### src/rtl/chr_sram_reader.sv
// -----------------------------------------------------------------------------
// chr_sram_reader
//
// Purpose:
//   Serves PPU pattern-table byte fetches out of the 16-bit CHR SRAM once the
//   CHR boot loader has finished. A byte address {bank, ppu_addr} maps onto the
//   SRAM word {A[19:4], A[2:0]}; A[3] picks the high (1) or low (0) byte, so
//   both bitplanes of one tile row live in the same SRAM word.
//
// Optional feature (macro CHR_ROW_CACHE_EN):
//   Keeps the last fetched word plus its tag. A strobe hitting that word is
//   answered from the latch one cycle later without touching the SRAM.
//   The default build (macro undefined) always goes to the SRAM and carries no
//   tag logic.
//
// Ports:
//   i_clk, i_rst        PPU clock, asynchronous active-high reset
//   i_loader_done       loader finished (level, stays high after reset)
//   i_req               one-cycle read strobe
//   i_ppu_addr, i_bank  byte address and bank, sampled with i_req
//   o_ack, o_rdata      one-cycle ack; o_rdata valid with it and held after
//   o_busy              high while disabled or while an access is in flight
//   o_sram_*            SRAM address, read data and active-low controls
// -----------------------------------------------------------------------------
module chr_sram_reader #(
    parameter int WAIT_CYCLES = 1,   // 1..7 cycles between address and sample
    parameter int BANK_W      = 7    // BANK_W + 13 must equal 20
) (
    input  logic              i_clk,
    input  logic              i_rst,
    input  logic              i_loader_done,
    input  logic              i_req,
    input  logic [12:0]       i_ppu_addr,
    input  logic [BANK_W-1:0] i_bank,
    output logic              o_ack,
    output logic [7:0]        o_rdata,
    output logic              o_busy,
    output logic [19:0]       o_sram_addr,
    input  logic [15:0]       i_sram_rdata,
    output logic              o_sram_oe_n,
    output logic              o_sram_we_n,
    output logic              o_sram_ub_n,
    output logic              o_sram_lb_n
);

    localparam logic [1:0] ST_DISABLED = 2'd0;
    localparam logic [1:0] ST_IDLE     = 2'd1;
    localparam logic [1:0] ST_ACCESS   = 2'd2;

    localparam logic [2:0] WAIT_LAST = 3'(WAIT_CYCLES);

    logic [1:0]  state_q, state_d;
    logic [2:0]  cnt_q, cnt_d;
    logic [19:0] addr_q, addr_d;
    logic        sel_hi_q, sel_hi_d;
    logic        oe_n_q, oe_n_d;
    logic        ack_q, ack_d;
    logic [7:0]  rdata_q, rdata_d;

    // Word address for the request currently on the inputs; the top bit is
    // always zero because the CHR image never exceeds 1 MiB.
    logic [19:0] req_addr;
    assign req_addr = {1'b0, i_bank, i_ppu_addr[12:4], i_ppu_addr[2:0]};

    logic [7:0] sram_byte;
    assign sram_byte = sel_hi_q ? i_sram_rdata[15:8] : i_sram_rdata[7:0];

`ifdef CHR_ROW_CACHE_EN
    localparam int TAG_W = BANK_W + 12;

    logic [15:0]       word_q, word_d;
    logic [TAG_W-1:0]  tag_q, tag_d;
    logic              valid_q, valid_d;
    logic [BANK_W-1:0] bank_prev_q, bank_prev_d;
    logic              cache_hit;
    logic [7:0]        cache_byte;

    // A bank change on the very edge of the strobe must not hit, so the
    // registered bank is compared in addition to the tag.
    assign cache_hit  = valid_q && (bank_prev_q == i_bank) &&
                        (tag_q == req_addr[TAG_W-1:0]);
    assign cache_byte = i_ppu_addr[3] ? word_q[15:8] : word_q[7:0];
`endif

    always_comb begin
        state_d  = state_q;
        cnt_d    = cnt_q;
        addr_d   = addr_q;
        sel_hi_d = sel_hi_q;
        oe_n_d   = oe_n_q;
        ack_d    = 1'b0;
        rdata_d  = rdata_q;
`ifdef CHR_ROW_CACHE_EN
        word_d      = word_q;
        tag_d       = tag_q;
        valid_d     = valid_q;
        bank_prev_d = i_bank;
`endif

        case (state_q)
            ST_DISABLED: begin
                if (i_loader_done) begin
                    state_d = ST_IDLE;
                end
            end

            ST_IDLE: begin
                if (i_req) begin
`ifdef CHR_ROW_CACHE_EN
                    if (cache_hit) begin
                        ack_d   = 1'b1;
                        rdata_d = cache_byte;
                    end else begin
                        addr_d   = req_addr;
                        sel_hi_d = i_ppu_addr[3];
                        oe_n_d   = 1'b0;
                        cnt_d    = 3'd0;
                        state_d  = ST_ACCESS;
                    end
`else
                    addr_d   = req_addr;
                    sel_hi_d = i_ppu_addr[3];
                    oe_n_d   = 1'b0;
                    cnt_d    = 3'd0;
                    state_d  = ST_ACCESS;
`endif
                end
            end

            ST_ACCESS: begin
                if (cnt_q == WAIT_LAST) begin
                    rdata_d = sram_byte;
                    ack_d   = 1'b1;
                    oe_n_d  = 1'b1;
                    state_d = ST_IDLE;
`ifdef CHR_ROW_CACHE_EN
                    word_d  = i_sram_rdata;
                    tag_d   = addr_q[TAG_W-1:0];
                    valid_d = 1'b1;
`endif
                end else begin
                    cnt_d = cnt_q + 3'd1;
                end
            end

            default: begin
                state_d = ST_DISABLED;
                oe_n_d  = 1'b1;
            end
        endcase

`ifdef CHR_ROW_CACHE_EN
        // The cached word belongs to a specific bank; any bank switch drops it.
        if (i_bank != bank_prev_q) begin
            valid_d = 1'b0;
        end
`endif
    end

    always_ff @(posedge i_clk or posedge i_rst) begin
        if (i_rst) begin
            state_q  <= ST_DISABLED;
            cnt_q    <= 3'd0;
            addr_q   <= 20'd0;
            sel_hi_q <= 1'b0;
            oe_n_q   <= 1'b1;
            ack_q    <= 1'b0;
            rdata_q  <= 8'h00;
        end else begin
            state_q  <= state_d;
            cnt_q    <= cnt_d;
            addr_q   <= addr_d;
            sel_hi_q <= sel_hi_d;
            oe_n_q   <= oe_n_d;
            ack_q    <= ack_d;
            rdata_q  <= rdata_d;
        end
    end

`ifdef CHR_ROW_CACHE_EN
    always_ff @(posedge i_clk or posedge i_rst) begin
        if (i_rst) begin
            word_q      <= 16'h0000;
            tag_q       <= '0;
            valid_q     <= 1'b0;
            bank_prev_q <= '0;
        end else begin
            word_q      <= word_d;
            tag_q       <= tag_d;
            valid_q     <= valid_d;
            bank_prev_q <= bank_prev_d;
        end
    end
`endif

    assign o_ack       = ack_q;
    assign o_rdata     = rdata_q;
    assign o_busy      = (state_q != ST_IDLE);
    assign o_sram_addr = addr_q;
    // Byte lanes always follow OE: both bytes of the word are read every time.
    assign o_sram_oe_n = oe_n_q;
    assign o_sram_ub_n = oe_n_q;
    assign o_sram_lb_n = oe_n_q;
    assign o_sram_we_n = 1'b1;

endmodule

### config.mk
export PLATFORM = sky130hd
export DESIGN_NAME = chr_sram_reader
export DESIGN_NICKNAME = d
export VERILOG_FILES = /design/src/rtl/chr_sram_reader.sv
export SDC_FILE = /design/constraint.sdc
export NUM_CORES = 1
export LEC_CHECK = 0
export CAP_MARGIN = 20
export CELL_PAD_IN_SITES_DETAIL_PLACEMENT = 0
export CELL_PAD_IN_SITES_GLOBAL_PLACEMENT = 2
export CORE_MARGIN = 10
export CORE_UTILIZATION = 25
export CTS_CLUSTER_SIZE = 12
export DETAILED_ROUTE_END_ITERATION = 8
export HOLD_SLACK_MARGIN = 0.05
export PLACE_DENSITY = 0.86
export SYNTH_ARGS = -nofsm -noshare
export SYNTH_HDL_FRONTEND = slang
export SYNTH_SLANG_ARGS = --single-unit
### constraint.sdc
create_clock -name i_clk -period 1.85 [get_ports i_clk]
set_clock_uncertainty 0.05 [all_clocks]
set_input_delay 0.4625 -clock i_clk [delete_from_list [all_inputs] [get_ports i_clk]]
set_output_delay 0.4625 -clock i_clk [all_outputs]
set_load 0.05 [all_outputs]
==> impl_metrics.toml <==
[logic_synthesis]
synth-seq-cells = 35
ys_types = 27
ys_seq_area_share_pct = 54.01
synthesis.instances = 121
synth_area_um2 = 1624
avgSynthCellArea_um2 = 13.42
synthesis.nets = 163
yosys_warnings = 0

[route]
antenna_left = 0
drtIter0Drc = 24
drt_first_pass_iters = 4
wire_per_inst_um = 14.72
vias = 1154
viasPerCell = 4.258
drt-total-wl_um = 3990
drc_errors = 0

[hold_path]
hp-class = "reg -> reg"

[setup_path]
worstReg2RegEnd = "o_rdata[2]"
worstPathRequired_ps = 1340
cp-start-kind = "register"
r2r_start = "cnt_q[1]"
endpoint_kind = "output port"
cp.arrival_ps = 1230
slowest_delay_ps = 580
crit_path_cell_trace = "nand2b_1, buf_12"
rrSetupSlack_ps = 400
cp_max_fo = 11
startpoint = "state_q[0]"
critPathKind = "reg -> out"
reg2reg_depth = 5
cp_slowest_cell = "dfrtp_1"
endpoint = "o_busy"

[timing]
final_max_slew_viol_count = 0
finalCritPeriodShare_pct = 94.08
setup_viol = 0
min_period_ps = 1740
fin_setup_tns_ps = 0
max_freq_ghz = 0.5746
rsz0062_at_grt = "false"
hold_ws_ps = 456.9
hold_viol = 0

[grt]
antenna_found_initial = 0
grt_start_max_net_pins = 36
grtUsageTotal_pct = 7.679
grt_first_pass_wirelength_um = 6223
grt_pass1_vias = 1165
overflow = 0

[clocking]
cts_resized = 0
cts_buffers = 5
cts_sinks = 35
cts_tree = "done"
clockRootBuffer = "clkbuf_8"
cts_setup_buffers = 0
htreeDepth = 2
cts_buffer_depth = 2
path_clk_slew_ps = 80
worstSkewPairLatency_ps = 280
ctsHoldBuffers = 0

[final_layout]
antenna_cells = 0
nets = 235
synthToLayoutAreaGrowth_pct = 52.62
n_fill_cell = 632
drive_gt1_share_pct = 35.05
fin_util_pct = 39.26
design_area_um2 = 2479

[die]
core_area_um2 = 6314
num_io_pins = 74
rows = 29
die_w_um = 100.6
die_area_um2 = 10120
die-height_um = 100.6
initial_core_util_pct = 25.72

[power]
power_mw = 4.896
p_leak_nw = 1.172
ir_drop_v = 0.0009607
powerDensity_nw_per_um2 = 1975

[outcome]
run_status = "finished, final reports clean"

[place]
place_congestion = 0.6644
dpl.hpwl_um = 3051
dpl_cell_area_um2 = 2384
io_buffers = 71

[job]
maxCapViolations = 0
-- flip-flops by register name (all words and copies together), names as in the netlist --
| name | flops |
|---|---|
| o_sram_addr | 19 |
| o_ack | 1 |
| sel_hi_q | 1 |
| o_sram_lb_n | 1 |
| state_q | 2 |
| o_rdata | 8 |
| cnt_q | 3 |
-- cell usage in the layout, fill, tap and decap left out, types with 2 or more instances in the layout --
master            n
clkdlybuf4s50_1  39
dfrtp_1          34
buf_4            30
mux2_4           18
a21oi_1          12
nor2_1            9
mux2i_1           8
buf_12            7
clkbuf_8          6
nand2_1           4
nand2b_1          3
inv_1             3
mux2_2            3
ha_1              2
conb_1            2
-- final cells by class --
cell class | instances | area [um^2] | area share (%)
Inverter | 3 | 11.26 | 0.4543
Multi-Input combinational cell | 72 | 643.1 | 25.95
Clock inverter | 1 | 8.758 | 0.3534
Timing Repair Buffer | 76 | 755.7 | 30.49
Tap cell | 77 | 96.34 | 3.887
Sequential cell | 35 | 877.1 | 35.39
Clock buffer | 7 | 86.33 | 3.483
-- power breakdown --
group / internal [mW] / total, mW / switching [mW] / leakage (nW)
clock: 0.305 / 0.584 / 0.279 / 0.0484
sequential: 1.14 / 1.45 / 0.311 / 0.409
combinational: 1.18 / 2.87 / 1.68 / 0.714
-- cell usage after synthesis --
library cell,number,area share [%]
nand3_1,1,0.31
nor2b_1,1,0.39
nand2_1,4,0.92
a21boi_0,1,0.46
dfrtp_1,34,52
and4bb_2,1,0.77
buf_6,4,2.8
a211oi_1,1,0.46
o22ai_1,1,0.39
buf_2,1,0.31
conb_1,2,0.46
mux2_2,3,2.1
nand2b_1,3,1.2
buf_4,5,2.3
ha_1,2,1.5
nand3b_4,1,1.2
mux2i_1,8,4.9
o31ai_1,1,0.46
and4b_1,1,0.62
dfstp_2,1,1.6
nor2_1,9,2.1
nand3b_1,1,0.46
clkbuf_2,1,0.31
inv_1,3,0.69
a21oi_1,12,3.7
mux2_4,18,17
a311oi_1,1,0.54
-- worst min path at each step --
stage / cells past startpoint / startpoint / to
2_1_floorplan: 1 / cnt_q[2] / cnt_q[2]
3_3_place_gp: 1 / cnt_q[2] / cnt_q[2]
3_5_place_dp: 1 / cnt_q[2] / cnt_q[2]
4_1_cts: 3 / i_rst / o_sram_addr[7]
5_1_grt: 1 / o_sram_addr[5] / o_sram_addr[5]
6_report: 1 / cnt_q[2] / cnt_q[2]
-- kinds of logic (layout without fill, tap and decap cells) --
family / after synthesis / count (layout) / share of synthesized area (%)
other cells: 2 / 2 / 0.4624
fa+ha+maj: 2 / 2 / 1.541
compound gates: 17 / 17 / 6.010
buf+inv: 14 / 87 / 6.394
flops: 35 / 35 / 54.01
simple gates: 22 / 22 / 7.935
mux: 29 / 29 / 23.65
-- critical path, delay by kind of cell (launching register included) --
kind,cells,cell delay (ps)
simple gates,1,180
flops,1,580
buf+inv,1,180
-- per-layer routing --
metal | GRT usage (%) | part of all wire, % | wire [um] | vias up
met5 | 0 | 0 | 0 | -
met4 | 2.609 | 0.75 | 30 | 0
met3 | 4.870 | 12 | 473 | 5
met2 | 10.57 | 45 | 1794 | 52
met1 | 9.460 | 42 | 1691 | 545
li1 | - | - | - | 552
-- per-stage QoR --
stage | setup WS (ps) | std cells
6_report | 109.6 | 271
5_1_grt | 31.09 | 271
4_1_cts | 108.5 | 271
3_5_place_dp | 99.12 | 263
3_3_place_gp | 104.7 | 263
2_1_floorplan | 388.0 | 121
Note: power is estimated with default switching activity, not from simulation.
